<file path="src/rtl/elink_pkg.sv">
// Shared definitions for the eLink receive path: packet layout, frame byte
// positions and the deframer state encoding.
package elink_pkg;

    localparam int PW = 104;

    localparam logic [3:0] B_CTRL  = 4'd1;
    localparam logic [3:0] B_MODE  = 4'd5;
    localparam logic [3:0] B_DATA0 = 4'd6;
    localparam logic [3:0] B_SRC0  = 4'd10;
    localparam logic [3:0] B_LAST  = 4'd13;

    // Burst beats advance the destination by one doubleword.
    localparam logic [31:0] BURST_STRIDE = 32'd8;

    typedef enum logic [2:0] {
        RX_IDLE,
        RX_HDR,
        RX_DATA,
        RX_SRC,
        RX_DRAIN
    } rx_state_t;

    typedef struct packed {
        logic [31:0] srcaddr;
        logic [31:0] data;
        logic [31:0] dstaddr;
        logic [3:0]  ctrlmode;
        logic [1:0]  datamode;
        logic        write;
        logic        access;
    } emesh_pkt_t;

    function automatic emesh_pkt_t make_pkt(
        input logic [31:0] srcaddr,
        input logic [31:0] data,
        input logic [31:0] dstaddr,
        input logic [3:0]  ctrlmode,
        input logic [1:0]  datamode,
        input logic        write,
        input logic        access
    );
        emesh_pkt_t p;
        p.srcaddr  = srcaddr;
        p.data     = data;
        p.dstaddr  = dstaddr;
        p.ctrlmode = ctrlmode;
        p.datamode = datamode;
        p.write    = write;
        p.access   = access;
        return p;
    endfunction

endpackage

</file>
<file path="src/rtl/elink_rx_pkt_fifo.sv">
// First-word-fall-through packet FIFO with occupancy count; a push into a full
// FIFO is accepted only when a pop frees a slot in the same cycle.
module elink_rx_pkt_fifo #(
    parameter int W     = 104,
    parameter int DEPTH = 16,
    localparam int AW   = $clog2(DEPTH)
) (
    input  logic          clk,
    input  logic          rst,
    input  logic          push,
    input  logic [W-1:0]  push_data,
    input  logic          pop,
    output logic [W-1:0]  head,
    output logic          empty,
    output logic [AW:0]   count,
    output logic          overflow
);

    localparam logic [AW:0] FULL_COUNT = (AW+1)'(DEPTH);

    logic [W-1:0]  mem [DEPTH];
    logic [AW-1:0] wr_ptr_q, wr_ptr_d;
    logic [AW-1:0] rd_ptr_q, rd_ptr_d;
    logic [AW:0]   count_q, count_d;
    logic          do_push, do_pop;

    always_comb begin
        do_pop   = pop && (count_q != '0);
        do_push  = push && ((count_q != FULL_COUNT) || do_pop);
        overflow = push && !do_push;
        wr_ptr_d = wr_ptr_q;
        rd_ptr_d = rd_ptr_q;
        count_d  = count_q;
        if (do_push) begin
            wr_ptr_d = wr_ptr_q + AW'(1);
        end
        if (do_pop) begin
            rd_ptr_d = rd_ptr_q + AW'(1);
        end
        if (do_push && !do_pop) begin
            count_d = count_q + (AW+1)'(1);
        end else if (!do_push && do_pop) begin
            count_d = count_q - (AW+1)'(1);
        end
    end

    always_ff @(posedge clk or posedge rst) begin
        if (rst) begin
            wr_ptr_q <= '0;
            rd_ptr_q <= '0;
            count_q  <= '0;
        end else begin
            wr_ptr_q <= wr_ptr_d;
            rd_ptr_q <= rd_ptr_d;
            count_q  <= count_d;
        end
    end

    always_ff @(posedge clk) begin
        if (do_push) begin
            mem[wr_ptr_q] <= push_data;
        end
    end

    // Head is forced to zero when empty so stale entries never leak out.
    assign empty = (count_q == '0);
    assign head  = empty ? '0 : mem[rd_ptr_q];
    assign count = count_q;

endmodule

</file>
<file path="src/rtl/elink_rx_deframer.sv">
// eLink receive deframer: rebuilds emesh packets from the framed byte stream,
// handles write bursts, buffers packets and raises back-pressure to the remote.
module elink_rx_deframer #(
    parameter int PW          = elink_pkg::PW,
    parameter int FIFO_DEPTH  = 16,
    parameter int WAIT_MARGIN = 6
) (
    input  logic          rxi_lclk,
    input  logic          hard_reset,
    input  logic [7:0]    rxi_data,
    input  logic          rxi_frame,
    output logic          rxo_wr_wait,
    output logic          rxo_rd_wait,
    output logic          emesh_access,
    output logic [PW-1:0] emesh_packet,
    input  logic          emesh_wait,
    output logic          err_trunc,
    output logic          err_overflow
);

    import elink_pkg::*;

    localparam int CW = $clog2(FIFO_DEPTH) + 1;
    localparam logic [CW-1:0] WAIT_LEVEL = CW'(FIFO_DEPTH - WAIT_MARGIN);

    rx_state_t   state_q, state_d;
    logic [3:0]  idx_q, idx_d;
    logic        frame_q, frame_d;
    logic        beat_done_q, beat_done_d;
    logic [3:0]  ctrl_q, ctrl_d;
    logic [31:0] dst_q, dst_d;
    logic [1:0]  mode_q, mode_d;
    logic        write_q, write_d;
    logic        access_q, access_d;
    logic [31:0] data_q, data_d;
    logic [31:0] src_q, src_d;
    emesh_pkt_t  pkt_q, pkt_d;
    logic        push_q, push_d;
    logic        trunc_q, trunc_d;
    logic        ovf_q, ovf_d;
    logic        wait_q, wait_d;

    logic [PW-1:0] fifo_head;
    logic          fifo_empty;
    logic [CW-1:0] fifo_count;
    logic          fifo_ovf;
    logic          fifo_pop;

    assign fifo_pop = !fifo_empty && !emesh_wait;

    elink_rx_pkt_fifo #(
        .W     (PW),
        .DEPTH (FIFO_DEPTH)
    ) u_fifo (
        .clk       (rxi_lclk),
        .rst       (hard_reset),
        .push      (push_q),
        .push_data (PW'(pkt_q)),
        .pop       (fifo_pop),
        .head      (fifo_head),
        .empty     (fifo_empty),
        .count     (fifo_count),
        .overflow  (fifo_ovf)
    );

    always_comb begin
        state_d     = state_q;
        idx_d       = idx_q;
        frame_d     = rxi_frame;
        beat_done_d = 1'b0;
        ctrl_d      = ctrl_q;
        dst_d       = dst_q;
        mode_d      = mode_q;
        write_d     = write_q;
        access_d    = access_q;
        data_d      = data_q;
        src_d       = src_q;
        pkt_d       = pkt_q;
        push_d      = 1'b0;
        trunc_d     = 1'b0;
        ovf_d       = fifo_ovf;
        wait_d      = (fifo_count >= WAIT_LEVEL);

        case (state_q)
            RX_IDLE: begin
                // Only a low-to-high frame transition starts a packet; this byte is B0.
                if (rxi_frame && !frame_q) begin
                    state_d = RX_HDR;
                    idx_d   = B_CTRL;
                end
            end
            RX_DRAIN: begin
                if (!rxi_frame) begin
                    state_d = RX_IDLE;
                end
            end
            default: begin
                if (!rxi_frame) begin
                    // Frame low right after B13 is a clean end, anywhere else a truncation.
                    state_d = RX_IDLE;
                    trunc_d = !beat_done_q;
                end else if (beat_done_q && !write_q) begin
                    state_d = RX_DRAIN;
                end else begin
                    if (beat_done_q) begin
                        dst_d = dst_q + BURST_STRIDE;
                    end
                    if (idx_q == B_CTRL) begin
                        ctrl_d        = rxi_data[7:4];
                        dst_d[31:28]  = rxi_data[3:0];
                    end else if (idx_q == B_CTRL + 4'd1) begin
                        dst_d[27:20]  = rxi_data;
                    end else if (idx_q == B_CTRL + 4'd2) begin
                        dst_d[19:12]  = rxi_data;
                    end else if (idx_q == B_CTRL + 4'd3) begin
                        dst_d[11:4]   = rxi_data;
                    end else if (idx_q == B_MODE) begin
                        dst_d[3:0]    = rxi_data[7:4];
                        mode_d        = rxi_data[3:2];
                        write_d       = rxi_data[1];
                        access_d      = rxi_data[0];
                        state_d       = RX_DATA;
                    end else if (idx_q < B_SRC0) begin
                        data_d = {data_q[23:0], rxi_data};
                        if (idx_q == B_SRC0 - 4'd1) begin
                            state_d = RX_SRC;
                        end
                    end else begin
                        src_d = {src_q[23:0], rxi_data};
                    end
                    idx_d = idx_q + 4'd1;
                    if (idx_q == B_LAST) begin
                        push_d      = 1'b1;
                        beat_done_d = 1'b1;
                        idx_d       = B_DATA0;
                        state_d     = RX_DATA;
                        pkt_d       = make_pkt({src_q[23:0], rxi_data}, data_q, dst_q,
                                               ctrl_q, mode_q, write_q, access_q);
                    end
                end
            end
        endcase
    end

    always_ff @(posedge rxi_lclk or posedge hard_reset) begin
        if (hard_reset) begin
            state_q     <= RX_IDLE;
            idx_q       <= '0;
            frame_q     <= 1'b1;
            beat_done_q <= 1'b0;
            ctrl_q      <= '0;
            dst_q       <= '0;
            mode_q      <= '0;
            write_q     <= 1'b0;
            access_q    <= 1'b0;
            data_q      <= '0;
            src_q       <= '0;
            pkt_q       <= '0;
            push_q      <= 1'b0;
            trunc_q     <= 1'b0;
            ovf_q       <= 1'b0;
            wait_q      <= 1'b1;
        end else begin
            state_q     <= state_d;
            idx_q       <= idx_d;
            frame_q     <= frame_d;
            beat_done_q <= beat_done_d;
            ctrl_q      <= ctrl_d;
            dst_q       <= dst_d;
            mode_q      <= mode_d;
            write_q     <= write_d;
            access_q    <= access_d;
            data_q      <= data_d;
            src_q       <= src_d;
            pkt_q       <= pkt_d;
            push_q      <= push_d;
            trunc_q     <= trunc_d;
            ovf_q       <= ovf_d;
            wait_q      <= wait_d;
        end
    end

    assign rxo_wr_wait  = wait_q;
    assign rxo_rd_wait  = wait_q;
    assign emesh_access = !fifo_empty;
    assign emesh_packet = fifo_head;
    assign err_trunc    = trunc_q;
    assign err_overflow = ovf_q;

endmodule

</file>
<file path="config.mk">
export PLATFORM = sky130hd
export DESIGN_NAME = elink_rx_deframer
export DESIGN_NICKNAME = d
export VERILOG_FILES = /design/src/rtl/elink_pkg.sv /design/src/rtl/elink_rx_pkt_fifo.sv /design/src/rtl/elink_rx_deframer.sv
export SDC_FILE = /design/constraint.sdc
export NUM_CORES = 2
export LEC_CHECK = 0
export ABC_AREA = 1
export ABC_CLOCK_PERIOD_IN_PS = 9000
export CAP_MARGIN = 20
export CORE_AREA = 2 2 451 565
export DETAILED_ROUTE_END_ITERATION = 7
export DIE_AREA = 0 0 453 567
export PLACE_DENSITY = 0.4
export SLEW_MARGIN = 20
export SYNTH_ARGS = -nofsm -noshare
export SYNTH_HDL_FRONTEND = slang
export SYNTH_SLANG_ARGS = --single-unit
</file>
<file path="constraint.sdc">
create_clock -name rxi_lclk -period 9 [get_ports rxi_lclk]
set_clock_uncertainty 0.1 [all_clocks]
set_input_delay 0.9 -clock rxi_lclk [delete_from_list [all_inputs] [get_ports rxi_lclk]]
set_output_delay 0.9 -clock rxi_lclk [all_outputs]
set_load 0.02 [all_outputs]
</file>
==> Word-level counts from Yosys, hierarchy flattened <==
Memory sizes are Yosys's and may differ from the RTL's.
Index checks and enable logic that the tools add are counted.
{ "totals": {"regBits": 225, "mem_bits_rw": 1664, "output_inout_bits": 109, "wordCells": 132, "memories": 1} }
{ "memory_table": {"columns": ["memory", "depth", "width", "rd", "rd_clocked_by_memory_dff", "wr", "line", "text"], "rows": [
  ["u_fifo.mem", 16, 104, 1, 0, 1, "elink_rx_pkt_fifo.sv:21", "logic [W-1:0] mem [DEPTH];"]
]} }
{ "op_classes": {"addsub": 6, "n_lt_le_gt_ge": 2, "n_eq_ne": 18, "muxes": 39, "bitwise": 9, "reduce_logical": 32} }
{ "op_table": {"columns": ["operator", "n"], "rows": [
  ["two-way mux 104 bit", 1],
  ["two-way mux 3 bit", 12],
  ["adder 32 x 4 -> 32 bit, second input constant", 1],
  ["two-way mux 32 bit", 1],
  ["two-way mux 28 bit", 1],
  ["two-way mux 4 bit", 7],
  ["two-way mux 8 bit", 3],
  ["two-way mux 20 bit", 1],
  ["inequality test 5 x 3 -> 1 bit, second input constant", 4],
  ["AND reduction 9 bit", 2],
  ["AND reduction 4 bit", 4],
  ["AND reduction 8 bit", 2],
  ["adder 4 x 1 -> 4 bit, second input constant", 3],
  ["two-way mux 12 bit", 1],
  ["inequality test 6 x 1 -> 1 bit, second input constant", 2],
  ["two-way mux 5 bit", 2],
  ["inverter 1 bit", 9],
  ["== test 4 x 2 -> 1 bit, second input constant", 2],
  ["== test 4 x 3 -> 1 bit, second input constant", 2],
  ["== test 4 bit, second input constant", 2],
  ["logical AND 1 bit", 8],
  ["two-way mux 1 bit", 8],
  ["one-hot mux 4 bit (2 select lines)", 1],
  ["zero test 1 bit", 7],
  ["17 further kinds", 20]
]} }

==> Longest topological paths before layout <==
{ "depth": {"word_depth": 12, "mapped_depth": 14, "depth_no_buf": 14} }

==> By module <==
A second synthesis with hierarchy kept.
{ "unflattened": {"cells_unflattened": 7707, "area_unflattened_um2": 79962.9} }
{ "modules_own_cells": {"columns": ["module", "n_inst", "cells_each", "area_each_um2"], "rows": [
  ["elink_rx_pkt_fifo", 1, 6606, 70722.8],
  ["elink_rx_deframer", 1, 1101, 9240.1]
]} }

==> Worst setup path before layout <==
OpenSTA, ideal clock, no wires.
{ "synth_timing": {"path_kind": "input to register", "start": "input port emesh_wait", "end": "memory u_fifo.mem[11][0] (enable)", "setup_time_ns": 0.568, "t_arrival_ns": 5.656, "required_time_ns": 8.332, "path_slack_ns": 2.676, "cell_stages": 5, "n_path_buf": 0, "cell_sequence": "nand3_1 > nand2_1 > clkinv_1 > nand2_1 > nor2_1"} }
{ "synth_between": {"elab_chain_cells": 7} }
{ "synth_lines": {"columns": ["element", "line", "text"], "rows": [
  ["start: declaration", "elink_rx_deframer.sv:16", "input logic emesh_wait,"],
  ["zero test 1 bit", "elink_rx_deframer.sv:49", "assign fifo_pop = !fifo_empty && !emesh_wait;"],
  ["logical AND 1 bit", "elink_rx_deframer.sv:49", null],
  ["logical AND 1 bit", "elink_rx_pkt_fifo.sv:28", "do_pop = pop && (count_q != '0);"],
  ["logical OR 1 bit", "elink_rx_pkt_fifo.sv:29", "do_push = push && ((count_q != FULL_COUNT) || do_pop);"],
  ["logical AND 1 bit", "elink_rx_pkt_fifo.sv:29", null],
  ["via u_fifo.do_push", "elink_rx_pkt_fifo.sv:25", "logic do_push, do_pop;"],
  ["two-way mux 1 bit", "elink_rx_pkt_fifo.sv:60", "if (do_push) begin"],
  ["two-way mux 1 bit (not written as such)", "elink_rx_pkt_fifo.sv:61", "mem[wr_ptr_q] <= push_data;"],
  ["end: declaration", "elink_rx_pkt_fifo.sv:21", null]
]} }
The timed path passes the listed nets, and every way through them passes these cells.

==> Worst setup path in the final report <==
{ "layout_timing": {"start": "register u_fifo.rd_ptr_q[0]", "end": "output port emesh_packet[24]"} }
{ "layout_between": {"elab_chain_cells": 2} }
{ "layout_lines": {"columns": ["element", "line", "text"], "rows": [
  ["start: declaration", "elink_rx_pkt_fifo.sv:23", "logic [AW-1:0] rd_ptr_q, rd_ptr_d;"],
  ["start signal: assignment", "elink_rx_pkt_fifo.sv:54", "rd_ptr_q <= rd_ptr_d;"],
  ["memory read (16 x 104 bit)", null, null],
  ["two-way mux 104 bit", "elink_rx_pkt_fifo.sv:67", "assign head = empty ? '0 : mem[rd_ptr_q];"],
  ["end: declaration", "elink_rx_deframer.sv:15", "output logic [PW-1:0] emesh_packet,"]
]} }
Every way passes these cells.

==> results by group <==
Die
  • Initial Utilization: 29.9%
  • Die width: 453 um
  • Die area: 0.257 mm2
  • I/O pin cnt: 121
  • Die Y: 567 um
  • Rows: 206
  • Core area: 0.251 mm2

Placement
  • Post-DP HPWL: 110,000 um
  • I/O Buffers: 120
  • RD Place Congestion: 0.759

Synth
  • Synth Area per Inst: 12.5 um2
  • Post-synth EDFFs: 1,664
  • Primary FF master, synth: edfxtp_1
  • Area contributors post-synth: edfxtp_1 (66%), dfrtp_1 (7.4%), nor2_1 (6.6%)
  • Fraction of registers with async set/reset: 11.9%
  • Yosys cell types: 44
  • Number of synthesized register bits: 1,889
  • Syn Nets: 6,053
  • YS warnings: 0
  • Cells after Synth: 6,026
  • Cell taking the most area after synthesis: edfxtp_1
  • Syn Std Cell Area: 0.0752 mm2
  • Sequential-to-total area share from yosys stat: 74.0%
  • Synth top area share: 66.5%

Clock network
  • H-tree depth: 4
  • CTS tree: yes
  • CTS sink count: 1,889
  • Hold_buf cts: 0
  • Clock-pin slew on the worst setup and hold paths: 0.06 ns
  • Postcts setup bufs: 0
  • PostCTS Resize Cnt: 0
  • Root buffer cell: clkbuf_16
  • Clk buf depth: 4
  • Inserted Clock Buffers: 203
  • Worst-Skew Late Latency: 0.87 ns

Hold path
  • Hold Crit Depth: 2
  • HP Class: reg -> reg

Critical path
  • Max FO, Critical Path: 99
  • Worst reg2reg setup slack: 5.09 ns
  • Worst reg2reg path depth: 9
  • CP max-delay cell: buf_4
  • Crit-path cells: buf_4 > buf_6 > nor2_1 > nor2_1 > o21ai_0 > o211ai_1 > nand3_1 > a21oi_1 > clkdlybuf4s50_1
  • Buffers & Inverters on Critical Path: 3
  • Worst setup path category: reg -> out
  • CP peak stage delay: 0.87 ns
  • CP top delay family: buffers and inverters
  • Worst path required time: 8.00 ns
  • Worst Path Arrival: 5.35 ns
  • CP Launch Type: flop
  • WP depth: 9
  • Crit path capture type: output pin
  • CP most frequent cell: nor2_1

Timing
  • Fmax achieved: 158 MHz
  • RSZ-0062 raised after global routing: no
  • Slew Limit Fails: 0
  • Final setup vio count: 0
  • Setup_tns: 0 ns
  • Slew headroom: 12.0%
  • Worst Tran Pin Value: 1.32 ns
  • Final min period: 6.35 ns
  • Fin crit share: 70.5%
  • Count of final hold-check violations: 0

Power
  • P_leak: 0.0294 uW
  • Maximum vdd drop: 0.000345 V
  • Total Power: 28,600 uW
  • Power Dens Cells: 334 mW/mm2

Layout
  • FILL cells: 24,718
  • Synth-to-layout area growth: 14.0%
  • Commonest non-fill, non-tap cell in the layout: edfxtp_1
  • Layout cells sized above 1: 5.93%
  • Nets: 6,059
  • Most frequent cells in the layout: edfxtp_1 (1,664), nor2_1 (1,301), o21ai_0 (658)

Route
  • Wire length per cell: 24.8 um
  • DRT Pass-1 Iters: 5
  • Final WL: 236,000 um
  • First DRT Iteration DRCs: 4,059
  • Post-route DRC: 0
  • Final ANT Viol Nets: 0
  • Via/cell ratio: 4.98
  • DR vias: 47,427

Global routing
  • Vias in the first global route: 47,745
  • Initial antenna violation count: 7
  • Grt ovf: 0
  • First-pass GRT wire length: 343,000 um
  • GR Util All Layers: 18.1%
  • Largest net degree at the start of global routing: 227

Status
  • Status: completed

Run
  • Max_cap viols: 0
==> cells in the mapped netlist (2+ instances only) <==
master	instances
nand3_2	2
inv_2	7
nand3_1	256
buf_1	34
dfstp_2	2
o211ai_1	417
a211oi_1	2
buf_6	16
xor2_1	8
ha_1	14
inv_1	129
buf_2	97
buf_4	38
o21ai_0	658
edfxtp_1	1664
o22ai_1	2
nand3b_1	2
o221ai_1	2
nand2_1	395
clkinv_1	3
nand4_1	7
nor2_1	1317
dfrtp_1	223
nor3_1	4
clkbuf_1	214
o21ai_1	365
a21oi_1	126
o21ai_2	4
xnor2_1	2
nor2_4	2
==> layout make-up <==
| class | instances | area, um2 | share of cell area [%] |
|---|---|---|---|
| clock buffers | 301 | 5600 | 6.54 |
| flip-flops and latches | 1889 | 55600 | 64.9 |
| inverters | 140 | 581 | 0.677 |
| clock inverters | 60 | 400 | 0.467 |
| repair buffers | 201 | 2040 | 2.38 |
| multi-input cells | 3597 | 17300 | 20.2 |
| well taps | 3328 | 4160 | 4.86 |
| diodes | 3 | 7.51 | 0.00876 |
==> logic make-up (layout without fill, tap and decap cells) <==
logic type / Yosys count / after routing / share of synthesized area [%]
AND/OR/NAND/NOR: 1991 / 1991 / 10.5
multiplexers: 1 / 1 / 0.0133
flip-flops: 1889 / 1889 / 74.0
XOR/XNOR: 10 / 10 / 0.117
adder cells (fa/ha/maj): 15 / 15 / 0.260
other: 0 / 3 / 0
AO/OA/AOI/OAI: 1580 / 1580 / 12.0
buffers and inverters: 540 / 702 / 3.21
==> worst paths after layout <==
| path | start | endpoint |
|---|---|---|
| worst min-delay path | state_q[1]$_DFFE_PP0P_ | state_q[1]$_DFFE_PP0P_ |
| worst max register to register | u_fifo.count[1]$_DFFE_PP0P_ | u_fifo.mem[4][57]$_DFFE_PP_ |
| min in group asynchronous | hard_reset | pkt_q[39]$_DFFE_PP0P_ |
| worst max-delay path | u_fifo.rd_ptr_q[0]$_DFFE_PP0P_ | emesh_packet[24] |
| worst min register to register | state_q[1]$_DFFE_PP0P_ | state_q[1]$_DFFE_PP0P_ |
| max in group asynchronous | hard_reset | pkt_q[92]$_DFFE_PP0P_ |
==> routing by layer <==
| layer | vias up | GRT usage [%] | share of wire (%) |
|---|---|---|---|
| met5 | - | 0 | 0 |
| met4 | 0 | 4.24 | 2.1 |
| met3 | 309 | 2.11 | 4.0 |
| met2 | 984 | 30.6 | 49 |
| met1 | 24337 | 24.8 | 45 |
| li1 | 21797 | - | - |
==> stage by stage <==
step | setup WS [ns] | hold WS (ns) | instances | area [um2] | util, %
final | 2.65 | 0.376 | 9519 | 85700 | 34.1
after global routing | 2.26 | 0.403 | 9517 | 85700 | 34.1
after CTS | 2.25 | 0.377 | 9516 | 85700 | 34.1
after detailed placement | 3.21 | 0.361 | 9155 | 79700 | 31.7
after global placement | 3.15 | 0.358 | 9153 | 79600 | 31.7
after floorplan | 1.84 | 0.343 | 6026 | 75200 | -
==> registers in the layout, indices dropped and copies added, names as in the netlist, 3 cells and up <==
name and cells:
dst_q 32, u_fifo.rd_ptr_q 4, ctrl_q 4, data_q 32, u_fifo.mem 1664, state_q 3
src_q 24, idx_q 4, u_fifo.count 5, pkt_q 104, u_fifo.wr_ptr_q 4
==> worst reg2reg max path: stages, from the launching register on <==
cell and delay, ns:
dfrtp_1 0.41, or2_2 0.15, nor3_1 0.05, nand3_1 0.10
nand2_1 0.12, clkinv_1 0.22, nand2_1 0.29, nor2_4 0.64
buf_4 0.68, buf_12 0.60
==> report_power, final <==
group          switching [uW]  total (uW)  internal (uW)  leakage (uW)
clock                    3420        7830           4410       0.00290
sequential                880       11200          10400        0.0195
combinational            6480        9550           3070       0.00708
(Power assumes the default switching activity.)
